$ cat src/rtl/alu_seq_pipe_if.sv
// Handshake bundle for alu_seq_pipe: operand/opcode request on the input side,
// result plus flags on the output side.
interface alu_seq_pipe_if #(
  parameter int WIDTH = 16
);
  logic             in_valid;
  logic             in_ready;
  logic [WIDTH-1:0] in_a;
  logic [WIDTH-1:0] in_b;
  logic             in_c;
  logic [2:0]       opc;
  logic             out_valid;
  logic             out_ready;
  logic [WIDTH-1:0] out_w;
  logic             zer;
  logic             neg;
  logic             cout;

  // Upstream/downstream side (operand fetch drives requests, writeback drives out_ready)
  modport master (
    output in_valid, in_a, in_b, in_c, opc, out_ready,
    input  in_ready, out_valid, out_w, zer, neg, cout
  );

  // ALU side
  modport slave (
    input  in_valid, in_a, in_b, in_c, opc, out_ready,
    output in_ready, out_valid, out_w, zer, neg, cout
  );
endinterface

$ cat src/rtl/alu_seq_pipe.sv
// alu_seq_pipe: registered WIDTH-bit ALU with valid/ready on both sides.
// Ops 000-110 complete in one cycle at full throughput; the result register
// holds until out_ready. Optional feature macro ALU_MUL_EN turns opc 111 into
// a shift-add multiply (one partial product per cycle, WIDTH busy cycles);
// without it opc 111 returns zero in one cycle and no multiplier exists.
module alu_seq_pipe #(
  parameter int WIDTH = 16
) (
  input  logic         clk,
  input  logic         rst_n,
  alu_seq_pipe_if.slave bus
);
  localparam int H = WIDTH / 2;

  typedef struct packed {
    logic [WIDTH-1:0] w;
    logic             c;
  } res_t;

  logic             out_valid;
  logic [WIDTH-1:0] out_w;
  logic             zer, neg, cout;
  logic             in_ready;
  logic             accept;
  res_t             alu;
  logic [WIDTH:0]   sum;

  assign bus.out_valid = out_valid;
  assign bus.out_w     = out_w;
  assign bus.zer       = zer;
  assign bus.neg       = neg;
  assign bus.cout      = cout;
  assign bus.in_ready  = in_ready;
  assign accept        = bus.in_valid && in_ready;

  // Single-cycle datapath; arith ops share one WIDTH+1 sum whose top bit is cout
  always_comb begin
    sum   = '0;
    alu.w = '0;
    alu.c = 1'b0;
    case (bus.opc)
      3'b000: begin
        sum = {1'b0, ~bus.in_a} + (WIDTH+1)'(1);
        alu = '{w: sum[WIDTH-1:0], c: sum[WIDTH]};
      end
      3'b001: begin
        sum = {1'b0, bus.in_a} + (WIDTH+1)'(1);
        alu = '{w: sum[WIDTH-1:0], c: sum[WIDTH]};
      end
      3'b010: begin
        sum = {1'b0, bus.in_a} + {1'b0, bus.in_b} + (WIDTH+1)'(bus.in_c);
        alu = '{w: sum[WIDTH-1:0], c: sum[WIDTH]};
      end
      3'b011: begin
        sum = {1'b0, bus.in_a} + {2'b00, bus.in_b[WIDTH-1:1]};
        alu = '{w: sum[WIDTH-1:0], c: sum[WIDTH]};
      end
      3'b100:  alu.w = bus.in_a & bus.in_b;
      3'b101:  alu.w = bus.in_a | bus.in_b;
      3'b110:  alu.w = {bus.in_a[H-1:0], bus.in_b[H-1:0]};
      default: alu.w = '0;  // 111: multiplier result comes from the FSM path
    endcase
  end

`ifdef ALU_MUL_EN
  localparam int CW = (WIDTH > 1) ? $clog2(WIDTH) : 1;
  localparam logic [CW-1:0] LAST = CW'(WIDTH - 1);

  typedef enum logic {IDLE, BUSY} state_t;

  state_t             state;
  logic [2*WIDTH-1:0] acc, mcand, acc_nxt;
  logic [WIDTH-1:0]   mplier;
  logic [CW-1:0]      cnt;

  assign in_ready = (state == IDLE) && (!out_valid || out_ready_q());
  assign acc_nxt  = mplier[0] ? acc + mcand : acc;

  function automatic logic out_ready_q();
    return bus.out_ready;
  endfunction

  // FSM + result register: single-cycle ops load directly, MUL iterates in BUSY
  always_ff @(posedge clk or negedge rst_n) begin
    if (!rst_n) begin
      state     <= IDLE;
      out_valid <= 1'b0;
      out_w     <= '0;
      zer       <= 1'b0;
      neg       <= 1'b0;
      cout      <= 1'b0;
      acc       <= '0;
      mcand     <= '0;
      mplier    <= '0;
      cnt       <= '0;
    end else begin
      if (out_valid && bus.out_ready) out_valid <= 1'b0;
      case (state)
        IDLE: begin
          if (accept) begin
            if (bus.opc == 3'b111) begin
              state  <= BUSY;
              acc    <= '0;
              mcand  <= {{WIDTH{1'b0}}, bus.in_a};
              mplier <= bus.in_b;
              cnt    <= '0;
            end else begin
              out_valid <= 1'b1;
              out_w     <= alu.w;
              zer       <= (alu.w == '0);
              neg       <= alu.w[WIDTH-1];
              cout      <= alu.c;
            end
          end
        end
        BUSY: begin
          acc    <= acc_nxt;
          mcand  <= mcand << 1;
          mplier <= mplier >> 1;
          cnt    <= cnt + CW'(1);
          // Last partial product: publish low half, flag any lost high bits
          if (cnt == LAST) begin
            state     <= IDLE;
            out_valid <= 1'b1;
            out_w     <= acc_nxt[WIDTH-1:0];
            zer       <= (acc_nxt[WIDTH-1:0] == '0);
            neg       <= acc_nxt[WIDTH-1];
            cout      <= |acc_nxt[2*WIDTH-1:WIDTH];
          end
        end
        default: state <= IDLE;
      endcase
    end
  end
`else
  assign in_ready = !out_valid || bus.out_ready;

  // Result register: every op (111 included, returning zero) completes in one cycle
  always_ff @(posedge clk or negedge rst_n) begin
    if (!rst_n) begin
      out_valid <= 1'b0;
      out_w     <= '0;
      zer       <= 1'b0;
      neg       <= 1'b0;
      cout      <= 1'b0;
    end else begin
      if (out_valid && bus.out_ready) out_valid <= 1'b0;
      if (accept) begin
        out_valid <= 1'b1;
        out_w     <= alu.w;
        zer       <= (alu.w == '0);
        neg       <= alu.w[WIDTH-1];
        cout      <= alu.c;
      end
    end
  end
`endif

endmodule
$ cat src/flat_wrapper.sv
// flat-port wrapper written by rule: the top's interface ports become plain ports
module alu_seq_pipe_flat 
#(
  parameter int WIDTH = 16
)
  (clk, rst_n, bus_in_valid, bus_in_a, bus_in_b, bus_in_c, bus_opc, bus_out_ready, bus_in_ready, bus_out_valid, bus_out_w, bus_zer, bus_neg, bus_cout);
  alu_seq_pipe_if #(.WIDTH(WIDTH)) bus_i ();
  input  logic clk;
  input  logic rst_n;
  input wire logic [$bits(bus_i.in_valid)-1:0] bus_in_valid;
  input wire logic [$bits(bus_i.in_a)-1:0] bus_in_a;
  input wire logic [$bits(bus_i.in_b)-1:0] bus_in_b;
  input wire logic [$bits(bus_i.in_c)-1:0] bus_in_c;
  input wire logic [$bits(bus_i.opc)-1:0] bus_opc;
  input wire logic [$bits(bus_i.out_ready)-1:0] bus_out_ready;
  output wire logic [$bits(bus_i.in_ready)-1:0] bus_in_ready;
  output wire logic [$bits(bus_i.out_valid)-1:0] bus_out_valid;
  output wire logic [$bits(bus_i.out_w)-1:0] bus_out_w;
  output wire logic [$bits(bus_i.zer)-1:0] bus_zer;
  output wire logic [$bits(bus_i.neg)-1:0] bus_neg;
  output wire logic [$bits(bus_i.cout)-1:0] bus_cout;
  assign bus_i.in_valid = bus_in_valid;
  assign bus_i.in_a = bus_in_a;
  assign bus_i.in_b = bus_in_b;
  assign bus_i.in_c = bus_in_c;
  assign bus_i.opc = bus_opc;
  assign bus_i.out_ready = bus_out_ready;
  assign bus_in_ready = bus_i.in_ready;
  assign bus_out_valid = bus_i.out_valid;
  assign bus_out_w = bus_i.out_w;
  assign bus_zer = bus_i.zer;
  assign bus_neg = bus_i.neg;
  assign bus_cout = bus_i.cout;
  alu_seq_pipe #(.WIDTH(WIDTH)) u_core (.clk(clk), .rst_n(rst_n), .bus(bus_i));
endmodule
$ cat config.mk
export PLATFORM = sky130hd
export DESIGN_NAME = alu_seq_pipe_flat
export DESIGN_NICKNAME = d
export VERILOG_FILES = /design/src/rtl/alu_seq_pipe_if.sv /design/src/rtl/alu_seq_pipe.sv /design/src/flat_wrapper.sv
export SDC_FILE = /design/constraint.sdc
export NUM_CORES = 1
export LEC_CHECK = 0
export BUFFER_PORTS_ARGS = -buffer_cell sky130_fd_sc_hd__clkbuf_2
export CAP_MARGIN = 10
export CORE_ASPECT_RATIO = 1.2
export CORE_UTILIZATION = 59
export DETAILED_ROUTE_END_ITERATION = 7
export HOLD_SLACK_MARGIN = 0.02
export PLACE_DENSITY = 0.82
export RECOVER_POWER = 50
export SLEW_MARGIN = 5
export SYNTH_ARGS = -nofsm -noshare
export SYNTH_HDL_FRONTEND = slang
export SYNTH_SLANG_ARGS = --single-unit
$ cat constraint.sdc
create_clock -name clk -period 2.1 [get_ports clk]
set_input_delay 0 -clock clk [delete_from_list [all_inputs] [get_ports clk]]
set_output_delay 0 -clock clk [all_outputs]
set_load 0.05 [all_outputs]
==> summary.txt, run 1 <==
Status
  – Outcome: aborted with a tool error
  – Stop stage: 5_1_grt
  – Err: [ERROR GRT-0232] Routing congestion too high. Check the congestion heatmap in the GUI.

Yosys
  – Synth top area share: 15.1%
  – Mean Syn Cell Area: 7.38 um^2
  – Ranking of synthesized cells by area: ha_1 15%, dfrtp_1 12%, a21oi_1 5.0%, xnor2_1 4.3%, inv_1 4.1%
  – Post-synthesis sequential area ratio: a little under an eighth
  – Simple-gate share of the synthesized area: 23.0%
  – Leading cell types by count after synthesis: 49 x ha_1, 45 x inv_1, 45 x nand2_1, 41 x a21oi_1, 41 x nor2_1
  – Mapped Nets: 644
  – Synthesized instance count: roughly 550
  – Mux contribution to synthesized area: 4.76%
  – Adder-Cell Fraction of Synth Area: 16.5%
  – Yosys reg bits: 19
  – Leading area contributor after synthesis: ha_1
  – Warnings from Yosys: 0
  – Synth Area in XOR/XNOR: 6.02%
  – Synthesized area: approximately 4000 um^2
  – Top FF cell, synth: dfrtp_1
  – Largest family of logic cells by synthesized area: compound AO/OA/AOI/OAI gates
  – Post-synthesis compound-gate area fraction: between 30% and 40%
  – Post-synth EDFFs: 0
  – Post-synthesis cell type count: 72
  – Ys async rst share: 100%
  – Most numerous cell in the Yosys netlist: ha_1

Die
  – Initial core utilization: 62.0%
  – Die height: 93.0 um
  – Die Span X: 77.8 um
  – Rows: 32
  – Ports: 61

Placement
  – GP Congestion: 1.11
  – Port Buf Inserts: 60
  – Dpl cells: 835
  – Final HPWL DP: 13.1 mm
  – Placed inst area: 5660 um^2

Clocking
  – Bufs on Longest Clock Path: 2
  – Inserted Clock Buffers: 3
  – Number of H-tree levels: 1
  – Clock Root Buffer: clkbuf_8
  – Clock Sink Count: 19

Global routing
  – Largest net degree at the start of global routing: 30
  – Total congestion overflow: 74
  – Total Routing Usage GR: between 70% and 80%

STA
  – Worst_ep kind: sequential cell input
  – GRT worst endpoint: u_core.bus.zer$_DFFE_PN0P_/D
[per-stage QoR]
step | utilization [%] | setup WS (ns)
3_3_place_gp | 86.2 | -0.448
2_1_floorplan | - | -0.0270
3_5_place_dp | 86.2 | -0.576
4_1_cts | 89.6 | -0.147
[what timing repair did]
item,in CTS
setup endpoints to repair,7
hold endpoints to repair,20
gates resized for setup,28
pin swaps,15
setup buffers,4
hold buffers,2
[per-layer routing]
layer | global-route usage (%) | GRT overflow
met5 | 13.8 | 0
met4 | 83.2 | 27
met3 | 47.6 | 1
met2 | 97.1 | 45
met1 | 76.4 | 1
[cells by family after synthesis]
| group | count (synthesis) |
|---|---|
| AOI/OAI and AO/OA | 180 |
| xor gates and xnor gates | 28 |
| adders and majority gates | 52 |
| buffers and inverters | 76 |
| DFF | 19 |
| muxes | 17 |
| and+or+nand+nor | 180 |
==> inputs of run 2 (changes only) <==
CORE_ASPECT_RATIO = default   (was 1.2)
CORE_UTILIZATION = 40   (was 59)
HOLD_SLACK_MARGIN = default   (was 0.02)
PLACE_DENSITY = default   (was 0.82)
PLACE_DENSITY_LB_ADDON = 0.15   (was default)
==> run 2 against run 1 <==
Compared with the run above:
- the flow now finishes, with violations (setup timing)
- area after synthesis unchanged
- synthesized cell count unchanged
==> summary.txt, run 2 <==
Clocking
  – Inserted Clock Buffers: 3
  – Clk_lat worst skew: ~0.26 ns
  – CTS tree: built
  – Number of H-tree levels: 1
  – Clock Root Buffer: clkbuf_8
  – Clock Sink Count: 19
  – CTS clock-pin slew for the worst setup and hold paths: 0.07 ns
  – Bufs on Longest Clock Path: 2

Yosys
  – Post-synthesis cell type count: 72
  – Yosys reg bits: 19
  – Synthesized instance count: 552
  – Largest family of logic cells by synthesized area: compound AO/OA/AOI/OAI gates
  – Synth Area in XOR/XNOR: around 6%
  – Post-synthesis compound-gate area fraction: 30.4%
  – Ys async rst share: 100%
  – Leading cell types by count after synthesis: 49 x ha_1, 45 x inv_1, 45 x nand2_1, 41 x a21oi_1, 41 x nor2_1
  – Post-synthesis sequential area ratio: 11.7%
  – Mean Syn Cell Area: 7.38 um^2
  – Top FF cell, synth: dfrtp_1
  – Mapped Nets: between 600 and 700
  – Simple-gate share of the synthesized area: a little under a quarter
  – Most numerous cell in the Yosys netlist: ha_1
  – Leading area contributor after synthesis: ha_1
  – Ranking of synthesized cells by area: ha_1 15%, dfrtp_1 12%, a21oi_1 5.0%, xnor2_1 4.3%, inv_1 4.1%
  – Post-synth EDFFs: 0
  – Warnings from Yosys: 0
  – Mux contribution to synthesized area: 4.76%
  – Adder-Cell Fraction of Synth Area: 16.5%
  – Synthesized area: about 4100 um^2
  – Synth top area share: 15.1%

Routing
  – Routed Antenna Nets: 0
  – Avg Vias per Cell: 5.67
  – Drt drc: 0
  – Post-Route WL: approximately 16 mm
  – Vias: 5,191
  – Drt first pass iters: 5
  – Initial DRC Count: 283
  – Wire per inst: between 15 and 20 um

Placement
  – Dpl cells: 899
  – DP Worst Slack: -0.629 ns
  – Port Buf Inserts: 60
  – GP Congestion: 0.978
  – Final HPWL DP: 13.7 mm

Finish
  – Multi-input gate area in the final layout: 3610 um^2
  – # fillers: 927
  – Core Util, Final: roughly 64%
  – Final non-filler cell total: 915
  – Commonest non-fill, non-tap cell in the layout: buf_4
  – Leading cell types in the layout, fill and taps excluded: 193 x buf_4, 51 x clkbuf_2, 45 x nand2_1
  – Antenna cell count: 0
  – Top reg by flops: u_core.bus.out_w
  – Fraction of layout cells with a size suffix above 1: 41.7%
  – P&R area growth vs syn: 54.5%
  – Largest register FFs: 15
  – Total Nets Final: 875
  – Register Area: roughly 480 um^2

Worst setup path
  – Nature of the critical path startpoint: input pin
  – Register-to-Register Path Depth: 9
  – CP most frequent cell: fa_2
  – Worst-path fanout max: 4
  – Flop2flop setup slack: about 0.18 ns
  – Worst endpoint required time: 2.30 ns
  – Max stage delay on crit path: 0.42 ns
  – Critical path class: input pin to flip-flop
  – Worst path slowest cell: o41a_1
  – Crit path cell chain: buf_8 -> fa_2 -> inv_2 -> fa_2 -> nor2b_4 -> o2111ai_4 -> a21o_1 -> a21oi_2 -> o41a_1 -> nor4_2 -> nand4_1 -> nor2_1 -> a32o_1
  – Crit Reg-Reg Endpoint: u_core.bus.zer
  – CP arrival: 2.55 ns
  – Crit. End Element: flip-flop
  – Reg2Reg Launch Point: u_core.bus.out_valid

Pwr
  – Overall power: approximately 2.6 mW
  – Leak: about 3 nW
  – Worst vdd ir: 0.000365 V
  – Cell area power density: 411 nW/um^2

Hold path
  – Worst Hold Depth: 3
  – Worst hold start: bus_out_ready
  – Hold EP: u_core.bus.out_valid
  – Worst hold path type: input pin to flip-flop

Global routing
  – Largest net degree at the start of global routing: 30
  – Vias in the first global route: 4,871
  – Total Routing Usage GR: 30.5%
  – Total congestion overflow: 0
  – Antenna violations before repair: 0
  – Wire length of the first global-routing pass: 24.7 mm

Status
  – Failing checks: setup timing
  – Outcome: finished with violations

Die
  – Die area: 10,600 um^2
  – Initial core utilization: 41.5%
  – Core Box Area: between 9000 and 10,000 um^2
  – Ports: 61
  – Die height: between 100 and 150 um
  – Die Span X: just over 100 um
  – Rows: 36

STA
  – Worst-margin pin slew: 0.948 ns
  – RSZ-0062 raised after global routing: yes
  – Setup TNS: -0.261 ns
  – Final hold vios: 0
  – Final setup fails: 3
  – Final Critical Period: 2.35 ns
  – Setup ws final: -0.248 ns
  – F_max: 426 MHz
  – Worst rel slew slack: 36.8%
  – Final slew viol count: 0
  – Final Cycle Share: 112%
  – Worst Skew: 0.00145 ns

Flow run
  – Max Cap Viol: 0
run 2: cell counts after synthesis:
Identical to the previous run, type by type.
run 2: stage by stage:
stage	hold WS (ns)	area [um^2]
5_1_grt	0.0657	6290
3_5_place_dp	-0.0336	5840
2_1_floorplan	-0.296	4120
3_3_place_gp	-0.0404	5840
6_report	0.0522	6290
4_1_cts	0.0392	6050
run 2: what timing repair did:
action                                  CTS  global route
buffers inserted                          5             7
hold buffers                              2             0
hold endpoints to repair                 20             0
gates resized for setup                  23            47
pin swaps                                13            32
endpoints found under the setup margin    7            11
run 2: worst max path at each step:
stage                      startpoint             end  slack, ns  cells after the start
after global placement    bus_in_a[0]  u_core.bus.zer      -0.49                     14
after global routing      bus_in_b[0]  u_core.bus.zer      -0.36                     13
final                     bus_in_b[0]  u_core.bus.zer      -0.25                     13
after CTS                 bus_in_a[0]  u_core.bus.zer      -0.19                     13
after detailed placement  bus_in_a[0]  u_core.bus.zer      -0.63                     14
after floorplan           bus_in_a[4]  u_core.bus.zer      -0.03                     12
run 2: critical path: cells and delay by family:
family                   cells  cell delay, ns
AND/OR/NAND/NOR              4            0.70
adder cells (fa/ha/maj)      2            0.63
AO/OA/AOI/OAI                5            1.04
buffers and inverters        2            0.17
run 2: layer usage:
metal  wire length (um)  vias to the layer above  part of all wire, %  global-route usage [%]
met5                  0                        -                    0                       0
met4                249                        0                  1.5                    6.93
met3                929                       20                  5.7                    2.51
met2               7470                      187                   46                    51.5
met1               7690                     2451                   47                    42.2
li1                   -                     2533                    -                       -
run 2: logic make-up after synthesis:
family,count (synthesis)
compound gates,180
mux,17
xor+xnor,28
buf+inv,76
fa+ha+maj,52
simple gates,180
flops,19
run 2: power breakdown:
group          switching [mW]  total (mW)  internal, mW
logic                    1.07        1.87         0.799
clock network           0.123       0.255         0.132
registers              0.0328       0.463         0.430
total                    1.22        2.58          1.36
run 2: area by class of cell:
cell class | instances | share of cell area, %
tap | 133 | 2.65
clock inverter | 1 | 0.0796
inverter | 45 | 2.68
clock buffer | 3 | 0.656
timing repair buffer | 257 | 29.0
multi-input combinational | 457 | 57.4
sequential | 19 | 7.56
Power figures use the tool's default switching activity.
==> inputs of run 3 (changes only) <==
SETUP_SLACK_MARGIN = 0.2   (was default)
==> run 3 against run 2 <==
Compared with the run above:
- the run still ends with setup timing left
- via count rose by 0.62%
- final area up 2.2%
- routed wire length fell by 0.93%
- largest cell class unchanged
- fmax increased by 0.71%
- cell count shrank 1.2%
- critical endpoint unchanged
- core utilization grew 1.4 points
==> summary.txt, run 3 (same netlist as run 2, synthesis figures left out) <==
Status
  – Outcome: finished with violations
  – Failing checks: setup timing

Pwr
  – Cell area power density: 407 nW/um^2
  – Leak: 2.92 nW
  – Overall power: between 2 and 3 mW
  – Worst vdd ir: 0.000376 V

Global routing
  – Largest net degree at the start of global routing: 30
  – Met1 Use GR: 43.2%
  – Total congestion overflow: 0
  – GR peak layer: met2
  – Met2 usage: 50.7%
  – Total Routing Usage GR: 30.6%
  – Antenna violations before repair: 0
  – Vias in the first global route: approximately 4,800
  – Met3 GRT Util: 2.64%
  – Wire length of the first global-routing pass: 24.9 mm

Finish
  – Core Util, Final: 65.5%
  – Leading cell types in the layout, fill and taps excluded: 177 x buf_4, 47 x clkbuf_2, 43 x nand2_1
  – Largest register FFs: 15
  – Design Area, Final: 6430 um^2
  – P&R area growth vs syn: 57.9%
  – Top reg by flops: u_core.bus.out_w
  – Commonest non-fill, non-tap cell in the layout: buf_4
  – Antenna cell count: 0
  – Fraction of layout cells with a size suffix above 1: 44.0%
  – Total Nets Final: 864
  – Final non-filler cell total: 904

Clocking
  – CTS clock-pin slew for the worst setup and hold paths: 0.06 ns
  – Inserted Clock Buffers: 3
  – Clk_lat worst skew: 0.25 ns
  – Bufs on Longest Clock Path: 2
  – Clock Sink Count: 19
  – Clock Root Buffer: clkbuf_8
  – Number of H-tree levels: 1
  – CTS tree: built

Worst setup path
  – Crit path cell chain: buf_6 -> fa_2 -> inv_2 -> fa_2 -> buf_6 -> nor2b_4 -> o2111ai_4 -> a21o_1 -> a21oi_1 -> o41a_1 -> nor4_2 -> buf_4 -> nand4_1 -> nor2_1 -> a32o_1
  – Worst endpoint required time: 2.29 ns
  – CP bufs+invs: 4
  – Top cell family by delay on the critical path: compound AO/OA/AOI/OAI gates
  – Max stage delay on crit path: 0.50 ns
  – Nature of the critical path startpoint: input pin
  – CP arrival: 2.52 ns
  – Worst path depth: 15
  – Crit Reg-Reg Endpoint: u_core.bus.zer
  – Worst-path fanout max: 3
  – Flop2flop setup slack: 0.11 ns
  – Register-to-Register Path Depth: 10
  – Reg2Reg Launch Point: u_core.bus.out_valid
  – Worst path slowest cell: o41a_1
  – Critical path class: input pin to flip-flop
  – Crit. End Element: flip-flop

Die
  – Initial core utilization: ~41%
  – Ports: 61
  – Die Span X: 103 um
  – Die area: ~11,000 um^2
  – Rows: 36
  – Die height: 103 um
  – Core Box Area: around 9800 um^2

Routing
  – Initial DRC Count: 365
  – Drt first pass iters: 7
  – Avg Vias per Cell: roughly 5.8
  – Vias: approximately 5,200
  – Wire per inst: 17.9 um
  – Routed Antenna Nets: 0
  – Post-Route WL: roughly 16 mm
  – Drt drc: 0

Placement
  – GP Congestion: 1.03
  – Port Buf Inserts: 60
  – Final HPWL DP: 13.4 mm
  – DP Worst Slack: -0.568 ns
  – Dpl cells: between 800 and 900
  – Placed inst area: 5800 um^2

STA
  – Final slew viol count: 0
  – Final setup fails: 6
  – Worst rel slew slack: 36.5%
  – F_max: 429 MHz
  – Worst-margin pin slew: 0.952 ns
  – Setup ws final: -0.232 ns
  – Final Critical Period: 2.33 ns
  – RSZ-0062 raised after global routing: yes
  – Final Cycle Share: 111%
  – Final hold vios: 0
  – Worst Skew: 0.00202 ns

Hold path
  – Worst Hold Depth: 3
  – Worst hold path type: input pin to flip-flop
  – Worst hold start: bus_out_ready
  – Hold EP: u_core.bus.out_valid

Flow run
  – Max Cap Viol: 0
## run 3: worst register-to-register path: cells and delay by family, from the launching register on
family                 cells  cell delay [ns]
and+or+nand+nor            7             1.05
DFF                        1             0.39
AOI/OAI and AO/OA          2             0.34
buffers and inverters      1             0.15
## run 3: cell type report
type | count | area, um^2
tap | 133 | 166
timing repair buffer | 246 | 1780
clock buffer | 4 | 45.0
inverter | 45 | 171
sequential | 19 | 475
fill | 899 | 3390
multi-input combinational | 457 | 3790
## run 3: report_power, final
group / internal, mW / leakage (nW) / switching (mW)
clock network: 0.134 / 0.0228 / 0.105
registers: 0.430 / 0.235 / 0.0313
logic: 0.819 / 2.66 / 1.09
total: 1.38 / 2.92 / 1.23
## run 3: worst max-delay path by stage
stage                     end                  from  slack (ns)
2_1_floorplan  u_core.bus.zer  u_core.bus.out_valid       -0.01
3_3_place_gp   u_core.bus.zer              bus_in_c       -0.50
3_5_place_dp   u_core.bus.zer           bus_in_a[0]       -0.57
4_1_cts        u_core.bus.zer              bus_in_c       -0.24
5_1_grt        u_core.bus.zer              bus_in_c       -0.32
6_report       u_core.bus.zer              bus_in_c       -0.23
## run 3: what timing repair did
item                       CTS  global route
setup endpoints to repair   10            13
resized for setup           57            46
pin swaps                   38            35
buffers inserted             8             2
hold buffers                 2             0
hold endpoints to repair    20             0
## run 3: metrics by stage
stage               hold WS [ns]  setup TNS [ns]
floorplan                 -0.296        -0.00998
global placement         -0.0354           -2.61
detailed placement       -0.0360           -3.06
CTS                       0.0467          -0.260
global route              0.0868           -1.18
finish                    0.0747          -0.466
## run 3: per-layer routing
metal	vias to the layer above	share of wire, %
met5	-	0
met4	0	2.0
met3	19	6.9
met2	216	46
met1	2476	46
li1	2512	-
